## config.mk

```make
export PLATFORM = sky130hd
export DESIGN_NAME = uart_tx_fifo
export DESIGN_NICKNAME = d
export VERILOG_FILES = /design/src/rtl/uart_tx_fifo.sv
export SDC_FILE = /design/constraint.sdc
export NUM_CORES = 1
export LEC_CHECK = 0
export ABC_AREA = 1
export CAP_MARGIN = 20
export CORE_MARGIN = 2
export CORE_UTILIZATION = 55
export CTS_BUF_LIST = sky130_fd_sc_hd__clkbuf_4 sky130_fd_sc_hd__clkbuf_8
export CTS_CLUSTER_DIAMETER = 60
export DETAILED_ROUTE_END_ITERATION = 16
export GPL_TIMING_DRIVEN = 0
export HOLD_SLACK_MARGIN = 0.05
export PLACE_DENSITY = 0.8
export REMOVE_ABC_BUFFERS = 1
export SYNTH_ARGS = -nofsm -noshare
export SYNTH_HDL_FRONTEND = slang
export SYNTH_SLANG_ARGS = --single-unit
export TNS_END_PERCENT = 20
```

## constraint.sdc

```tcl
create_clock -name clk -period 2.1 [get_ports clk]
set_input_delay 0.42 -clock clk [delete_from_list [all_inputs] [get_ports clk]]
set_output_delay 0.42 -clock clk [all_outputs]
set_load 0.02 [all_outputs]
```

## src/rtl/uart_tx_fifo.sv

```systemverilog
// uart_tx_fifo -- UART transmitter fed by a small write FIFO.
//
// Words written through wr_valid/wr_ready are queued in a FIFO_DEPTH-entry
// buffer. While cfg_en is high the transmitter pops one word at a time,
// latches the frame configuration, and shifts out
//   start(0), DATA_W-3+cfg_len data bits LSB-first, [parity], 1 or 2 stop(1).
// Each bit lasts cfg_br_div+1 clk cycles.
//
// Optional feature macro: UART_TX_PARITY_EN adds the cfg_par input
// (0/3 = none, 1 = even, 2 = odd) and a one-bit-period PARITY state.
//
// Ports:
//   clk         sole clock, rising edge
//   rst         asynchronous active-high reset
//   cfg_en      transmitter enable (sampled only when idle)
//   cfg_br_div  bit period minus one, in clk cycles
//   cfg_len     data length select, 0..3 -> DATA_W-3..DATA_W bits
//   cfg_stop    0 = one stop bit, 1 = two stop bits
//   cfg_par     parity select (only with UART_TX_PARITY_EN)
//   wr_valid    write request
//   wr_data     write data
//   wr_ready    FIFO can accept a write (NOT txf)
//   txf         FIFO full
//   tx          serial line, idle high
//   busy        transmitter not idle
//   tx_done     one-cycle pulse in the last cycle of the stop period
module uart_tx_fifo #(
  parameter int DATA_W     = 8,
  parameter int DIV_W      = 8,
  parameter int FIFO_DEPTH = 4
) (
  input  logic              clk,
  input  logic              rst,
  input  logic              cfg_en,
  input  logic [DIV_W-1:0]  cfg_br_div,
  input  logic [1:0]        cfg_len,
  input  logic              cfg_stop,
`ifdef UART_TX_PARITY_EN
  input  logic [1:0]        cfg_par,
`endif
  input  logic              wr_valid,
  input  logic [DATA_W-1:0] wr_data,
  output logic              wr_ready,
  output logic              txf,
  output logic              tx,
  output logic              busy,
  output logic              tx_done
);

  localparam int AW   = $clog2(FIFO_DEPTH);
  localparam int NB_W = $clog2(DATA_W + 1);

  typedef enum logic [2:0] {
    S_IDLE,
    S_START,
    S_DATA,
    S_STOP
`ifdef UART_TX_PARITY_EN
    , S_PARITY
`endif
  } state_t;

  // ---------------------------------------------------------------- FIFO
  logic [DATA_W-1:0] mem [FIFO_DEPTH];
  logic [AW:0]       wr_ptr;
  logic [AW:0]       rd_ptr;
  logic              full;
  logic              empty;
  logic              push;
  logic              pop;

  state_t            state;

  // Full/empty come straight from the registered pointers, so a pop in the
  // current cycle never opens a slot for a same-cycle write.
  assign full     = (wr_ptr[AW] != rd_ptr[AW]) &&
                    (wr_ptr[AW-1:0] == rd_ptr[AW-1:0]);
  assign empty    = (wr_ptr == rd_ptr);
  assign txf      = full;
  assign wr_ready = ~full;
  assign push     = wr_valid & ~full;
  assign pop      = (state == S_IDLE) & cfg_en & ~empty;

  always_ff @(posedge clk) begin
    if (push) begin
      mem[wr_ptr[AW-1:0]] <= wr_data;
    end
  end

  always_ff @(posedge clk or posedge rst) begin
    if (rst) begin
      wr_ptr <= '0;
      rd_ptr <= '0;
    end else begin
      if (push) wr_ptr <= wr_ptr + (AW+1)'(1);
      if (pop)  rd_ptr <= rd_ptr + (AW+1)'(1);
    end
  end

  // --------------------------------------------------------- transmitter
  logic [DATA_W-1:0] shreg;
  logic [NB_W-1:0]   nbits_q;
  logic [NB_W-1:0]   bit_idx;
  logic [DIV_W-1:0]  div_q;
  logic [DIV_W-1:0]  cnt;
  logic              stop_q;
  logic              stop_idx;
  logic              bit_end;
  logic              line;
`ifdef UART_TX_PARITY_EN
  logic [1:0]        par_q;
  logic              par_acc;
  logic              par_on;

  assign par_on = (par_q == 2'd1) || (par_q == 2'd2);
`endif

  assign bit_end = (cnt == div_q);

  always_comb begin
    line = 1'b1;
    case (state)
      S_IDLE:   line = 1'b1;
      S_START:  line = 1'b0;
      S_DATA:   line = shreg[0];
`ifdef UART_TX_PARITY_EN
      S_PARITY: line = par_acc ^ (par_q == 2'd2);
`endif
      S_STOP:   line = 1'b1;
      default:  line = 1'b1;
    endcase
  end

  // Outputs are registered from the current state, so the line trails the
  // state by one cycle: the pop cycle in IDLE plus this register give the
  // two-cycle word-to-line latency, and busy/tx_done stay aligned with tx.
  always_ff @(posedge clk or posedge rst) begin
    if (rst) begin
      state    <= S_IDLE;
      shreg    <= '0;
      nbits_q  <= '0;
      bit_idx  <= '0;
      div_q    <= '0;
      cnt      <= '0;
      stop_q   <= 1'b0;
      stop_idx <= 1'b0;
`ifdef UART_TX_PARITY_EN
      par_q    <= '0;
      par_acc  <= 1'b0;
`endif
      tx       <= 1'b1;
      busy     <= 1'b0;
      tx_done  <= 1'b0;
    end else begin
      tx      <= line;
      busy    <= (state != S_IDLE);
      tx_done <= (state == S_STOP) && bit_end && (stop_idx == stop_q);

      case (state)
        S_IDLE: begin
          if (pop) begin
            shreg    <= mem[rd_ptr[AW-1:0]];
            nbits_q  <= NB_W'(DATA_W - 3) + NB_W'(cfg_len);
            stop_q   <= cfg_stop;
            div_q    <= cfg_br_div;
            cnt      <= '0;
            bit_idx  <= '0;
            stop_idx <= 1'b0;
`ifdef UART_TX_PARITY_EN
            par_q    <= cfg_par;
            par_acc  <= 1'b0;
`endif
            state    <= S_START;
          end
        end

        S_START: begin
          if (bit_end) begin
            cnt   <= '0;
            state <= S_DATA;
          end else begin
            cnt <= cnt + DIV_W'(1);
          end
        end

        S_DATA: begin
          if (bit_end) begin
            cnt   <= '0;
            shreg <= shreg >> 1;
`ifdef UART_TX_PARITY_EN
            par_acc <= par_acc ^ shreg[0];
`endif
            if (bit_idx == nbits_q - NB_W'(1)) begin
`ifdef UART_TX_PARITY_EN
              state <= par_on ? S_PARITY : S_STOP;
`else
              state <= S_STOP;
`endif
            end else begin
              bit_idx <= bit_idx + NB_W'(1);
            end
          end else begin
            cnt <= cnt + DIV_W'(1);
          end
        end

`ifdef UART_TX_PARITY_EN
        S_PARITY: begin
          if (bit_end) begin
            cnt   <= '0;
            state <= S_STOP;
          end else begin
            cnt <= cnt + DIV_W'(1);
          end
        end
`endif

        S_STOP: begin
          if (bit_end) begin
            cnt <= '0;
            if (stop_idx == stop_q) begin
              state <= S_IDLE;
            end else begin
              stop_idx <= 1'b1;
            end
          end else begin
            cnt <= cnt + DIV_W'(1);
          end
        end

        default: state <= S_IDLE;
      endcase
    end
  end

endmodule
```

* After elaboration in Yosys (flattened, before gate mapping) *
Memory sizes are Yosys's and may differ from the RTL's.
Cells that the tools add are included.

cells by class
  add/sub/neg operators = 6
  multiply operators = 0
  divide/modulo/power cells = 0
  magnitude comparators = 0
  equal/unequal tests = 17
  shifts and indexed selects = 0
  muxes and demuxes = 24
  bitwise logic cells = 5
  reductions and logical operators = 15

operators with widths
  operator                                          number
  two-way mux 8 bit                                 4
  case mux 8 bit (2 select lines)                   2
  two-way mux 3 bit                                 6
  inequality test 2 bit, second input constant      7
  two-way mux 4 bit                                 3
  case mux 3 bit (4 select lines)                   1
  adder 8 x 1 -> 8 bit, second input constant       1
  == test 8 bit                                     1
  case mux 4 bit (2 select lines)                   1
  AND reduction 4 bit                               2
  adder 3 x 1 -> 3 bit, second input constant       2
  == test 3 x 2 -> 1 bit, second input constant     2
  AND reduction 6 bit                               1
  nonzero test 2 bit                                3
  two-way mux 1 bit                                 5
  adder 3 x 2 -> 4 bit, first input constant        1
  adder 4 x 1 -> 4 bit, second input constant       1
  == test 4 bit                                     1
  case mux 1 bit (2 select lines)                   2
  AND reduction 2 bit                               2
  subtractor 4 x 1 -> 4 bit, second input constant  1
  bitwise AND 1 bit                                 3
  == test 3 x 1 -> 1 bit, second input constant     1
  == test 3 bit                                     1
  10 further kinds                                  13

word-level totals
  flip-flop bits (word level) = 46
  latch bits = 0
  memory bits (writable) = 32
  bits in read-only memories = 0
  output and inout port bits = 5
  logic and storage cells = 81
  memories kept = 1

memory list
  name  depth  width  read ports  clocked after memory_dff  write ports  line  RTL
  mem   4      8      1           0                         1            64    logic [DATA_W-1:0] mem [FIFO_DEPTH];

* Longest topological paths before layout *
  depth in word-level cells = 6
  mapped depth = 13
  depth with buffers taken out = 13

* Least setup slack after synthesis *
Ideal clock, no wire load.

  kind = reg-to-reg
  start point = register rd_ptr[0]
  end point = memory mem[0][0] (enable)
  setup time = 0.371 ns
  arrival time = 1.504 ns
  required time = 1.729 ns
  path slack = 0.226 ns
  cell stages (with the launch flop) = 7
  path through = dfrtp_1 -> buf_4 -> xnor2_2 -> nand2_1 -> or2_1 -> nand2_2 -> nor2_1

between the ends
  longest elaborated chain between the ends = 6

RTL lines
  item                                     line  RTL
  start, declared                          66    logic [AW:0] rd_ptr;
  start signal, assigned                   96    if (pop) rd_ptr <= rd_ptr + (AW+1)'(1);
  == test 2 bit                            77    (wr_ptr[AW-1:0] == rd_ptr[AW-1:0]);
  logical AND 1 bit                        76    assign full = (wr_ptr[AW] != rd_ptr[AW]) &&
  inverter 1 bit                           --
  net wr_ready                             43    output logic wr_ready,
  bitwise AND 1 bit                        81    assign push = wr_valid & ~full;
  two-way mux 1 bit                        85    if (push) begin
  two-way mux 1 bit (implied by the code)  86    mem[wr_ptr[AW-1:0]] <= wr_data;
  end, declared                            64

The timed path passes the listed nets, and every way through them passes these cells.

* Worst setup path after layout *
  start point = register rd_ptr[0]
  end point = output port txf

between the ends
  longest elaborated chain between the ends = 2

RTL lines
  item               line  RTL
  == test 2 bit      77
  logical AND 1 bit  76
  end, declared      44    output logic txf,

Every way passes these cells.

==> flow_summary.json <==
{
  "p_sw_mw": 2.72,
  "yosys.area.top_type": "dfrtp_1",
  "path_class": "flip-flop to output pin",
  "synthSimpleGateAreaFrac_pct": 22.3,
  "synth_fa_ha_area_share_pct": 4.96,
  "synth-edff-count": 32,
  "diodes": 0,
  "cts_tree": "done",
  "outcome": "complete, no violations",
  "crit_arrival_ns": 1.67,
  "cp-start-kind": "flip-flop",
  "fillers": 529,
  "hold_viol": 0,
  "drt_wl_total_mm": 6.86,
  "row_count": 30,
  "cell_internal_pwr_mw": 3.59,
  "grt_pass1_vias": 2724,
  "core_mm2": 0.00672,
  "cts_root_buf": "clkbuf_8",
  "layout_commonest_cell": "nand2_1",
  "nNetsFinal": 476,
  "gr-total-overflow": 0,
  "drive_gt1_share_pct": 12.0,
  "groute.usage.overall_pct": 20.1,
  "grt_pass1_wl_mm": 11.8,
  "cts_max_path_buffers": 2,
  "drv_slew": 0,
  "slowest_stage": "dfrtp_4",
  "drtIter0Drc": 138,
  "power_density_mw_per_mm2": 1450,
  "synth_top_cell_area_share_pct": 29.1,
  "synthesis.area_mm2": 0.00378,
  "post-route-period-util_pct": 99.3,
  "ys_types": 34,
  "cp_max_fo": 3,
  "clock_latency_ns": 0.36,
  "postPlaceCellArea_mm2": 0.00411,
  "rsz0062_at_grt": "yes",
  "pwr-share-comb_pct": 44.6,
  "area_delta_synth_final_pct": 14.7,
  "avgViaCountPerCell": 5.23,
  "dieArea_mm2": 0.00756,
  "synth_cells": 408,
  "fmax_mhz": 479,
  "layout_common_cells": "137 x nand2_1, 41 x dfrtp_1, 33 x inv_1",
  "finalNonFillerCells": 523,
  "power.leakage_nw": 1.96,
  "cts_buffers": 9,
  "maxCapViolations": 0,
  "relSlewSlack_pct": 47.8,
  "place_ws_ns": -0.278,
  "die_w_um": 87.0,
  "dp_hpwl_mm": 4.75,
  "setup_viol": 0,
  "die_h_um": 87.0,
  "pwr-share-seq_pct": 38.0,
  "end_kind": "output pin",
  "antenna_found_initial": 0,
  "switching_share_pct": 43.1,
  "worstMarginPinSlew_ns": 0.780,
  "ys_seq_area_share_pct": 55.2,
  "synth_xor_area_share_pct": 4.13,
  "start_util_pct": 56.3,
  "cts_hold_buf": 0,
  "wl_per_cell_um": 13.1,
  "ys_async_sr_fraction_pct": 58.4,
  "synth_compound_area_share_pct": 7.47,
  "synth.avg_cell_area_um2": 9.28,
  "remaining_drc_errors": 0,
  "p_clk_share_pct": 17.4,
  "max_stage_delay_ns": 0.51,
  "ys.flop_type": "dfrtp_1",
  "worstPathRequired_ns": 1.68,
  "skew_ns": 0.0105,
  "synth.area.mux_share_pct": 0,
  "grt_max_degree": 27,
  "vias": 2734,
  "firstDrtPassIters": 4,
  "dp_cells": 505,
  "synth_top_family_by_area": "simple AND/OR/NAND/NOR gates",
  "htree_levels": 3,
  "vdd_drop_max_mv": 0.850,
  "antenna_left": 0,
  "power.total_mw": 6.30,
  "routabilityCongestion": 0.839,
  "cts.sinks": 77,
  "io_pins": 28,
  "ys_seq_elements": 77,
  "io_buffers": 27,
  "hold_path.class": "primary input to asynchronous set/reset pin",
  "crit_chain": "xnor2_2 > nand2_1 > or2_1 > inv_1 > clkdlybuf4s15_2",
  "cts.clk_slew.worst_paths_ns": 0.09,
  "fin_area_mm2": 0.00434,
  "period_needed_ns": 2.09,
  "yosysWarnings": 0,
  "synthTopCellsByArea": "dfrtp_1 29%, edfxtp_1 25%, nand2_1 14%, ha_1 5.0%, inv_1 3.4%",
  "timing.setup.tns_ns": 0,
  "setup_ws_ns": 0.0143
}
## path summary, 6_finish.rpt
path                            startpoint   endpoint  slack, ns  depth (start not counted)
worst min register to register    shreg[1]   shreg[1]       0.48                          2
min in group clk                  shreg[1]   shreg[1]       0.48                          2
worst max-delay path             rd_ptr[0]        txf       0.01                          5
max in group asynchronous              rst         tx       1.16                          3
worst min-delay path                   rst     cnt[0]       0.38                          2
worst max register to register   rd_ptr[0]  mem[1][2]       0.11                          5
## power by group through the flow
stage / sequential [mW] / combinational, mW / clock, mW
5_1_grt: 2.45 / 3.21 / 1.16
2_1_floorplan: 2.42 / 2.02 / 0
6_report: 2.40 / 2.81 / 1.10
3_3_place_gp: 2.48 / 2.53 / 0
3_5_place_dp: 2.49 / 2.67 / 0
4_1_cts: 2.39 / 2.82 / 1.11
## worst max-delay path: cells and delay by family (launching register included)
family / cells / cell delay [ns]
buf+inv: 2 / 0.31
simple gates: 2 / 0.32
xor+xnor: 1 / 0.16
flops: 1 / 0.51
## logic make-up (layout without fill, tap and decap cells)
family | after synthesis | after routing
AOI/OAI and AO/OA | 49 | 49
xor gates and xnor gates | 17 | 17
adders and majority gates | 15 | 15
buffers and inverters | 54 | 89
DFF | 77 | 77
and+or+nand+nor | 196 | 196
## registers in the layout, summed over array words and instances (netlist names)
name      count
bit_idx       4
busy          1
cnt           8
div_q         8
mem          32
nbits_q       4
rd_ptr        3
shreg         8
state         2
stop_idx      1
stop_q        1
tx            1
tx_done       1
wr_ptr        3
## what timing repair did
| action | in CTS | in global routing |
|---|---|---|
| setup endpoints to repair | 42 | 35 |
| resized for setup | 10 | 4 |
| pin swaps | 1 | 1 |
| setup buffers | 2 | 0 |
## final cells by class
cell class / instances / area, um2 / share of cell area, %
Sequential cell: 77 / 2100 / 48.3
Multi-Input combinational cell: 277 / 1480 / 34.2
Timing Repair Buffer: 30 / 302 / 6.95
Inverter: 43 / 161 / 3.72
Clock buffer: 9 / 124 / 2.85
Tap cell: 80 / 100 / 2.31
Clock inverter: 7 / 73.8 / 1.70
## cells in the mapped netlist, types with 2 or more instances
cell type	n
inv_2	8
edfxtp_1	32
nor2_1	20
buf_2	4
nand2_2	4
nand2_4	4
dfrtp_1	44
a32o_1	6
a21oi_1	15
xor2_1	7
xnor2_1	9
nand2_1	137
o21ai_1	7
ha_1	15
buf_4	3
nor2_4	2
clkbuf_1	3
nand4_1	2
o21ai_0	18
nand3_1	17
nor3_1	3
inv_1	34
nor2_2	3
## stage by stage
stage / hold slack (ns) / utilization, %
final: 0.378 / 64.6
after global routing: 0.419 / 64.6
after CTS: 0.384 / 64.6
after detailed placement: 0.463 / 61.2
after global placement: 0.453 / 60.9
after floorplan: 0.442 / -
## per-layer routing
| layer | track usage [%] | vias up | part of all wire [%] |
|---|---|---|---|
| met3 | 5.12 | 13 | 4.1 |
| met5 | 0 | - | 0 |
| met4 | 8.95 | 0 | 1.9 |
| met2 | 34.1 | 53 | 49 |
| met1 | 24.2 | 1286 | 45 |
| li1 | - | 1382 | - |
No activity file was read; power rests on OpenSTA's default activity.
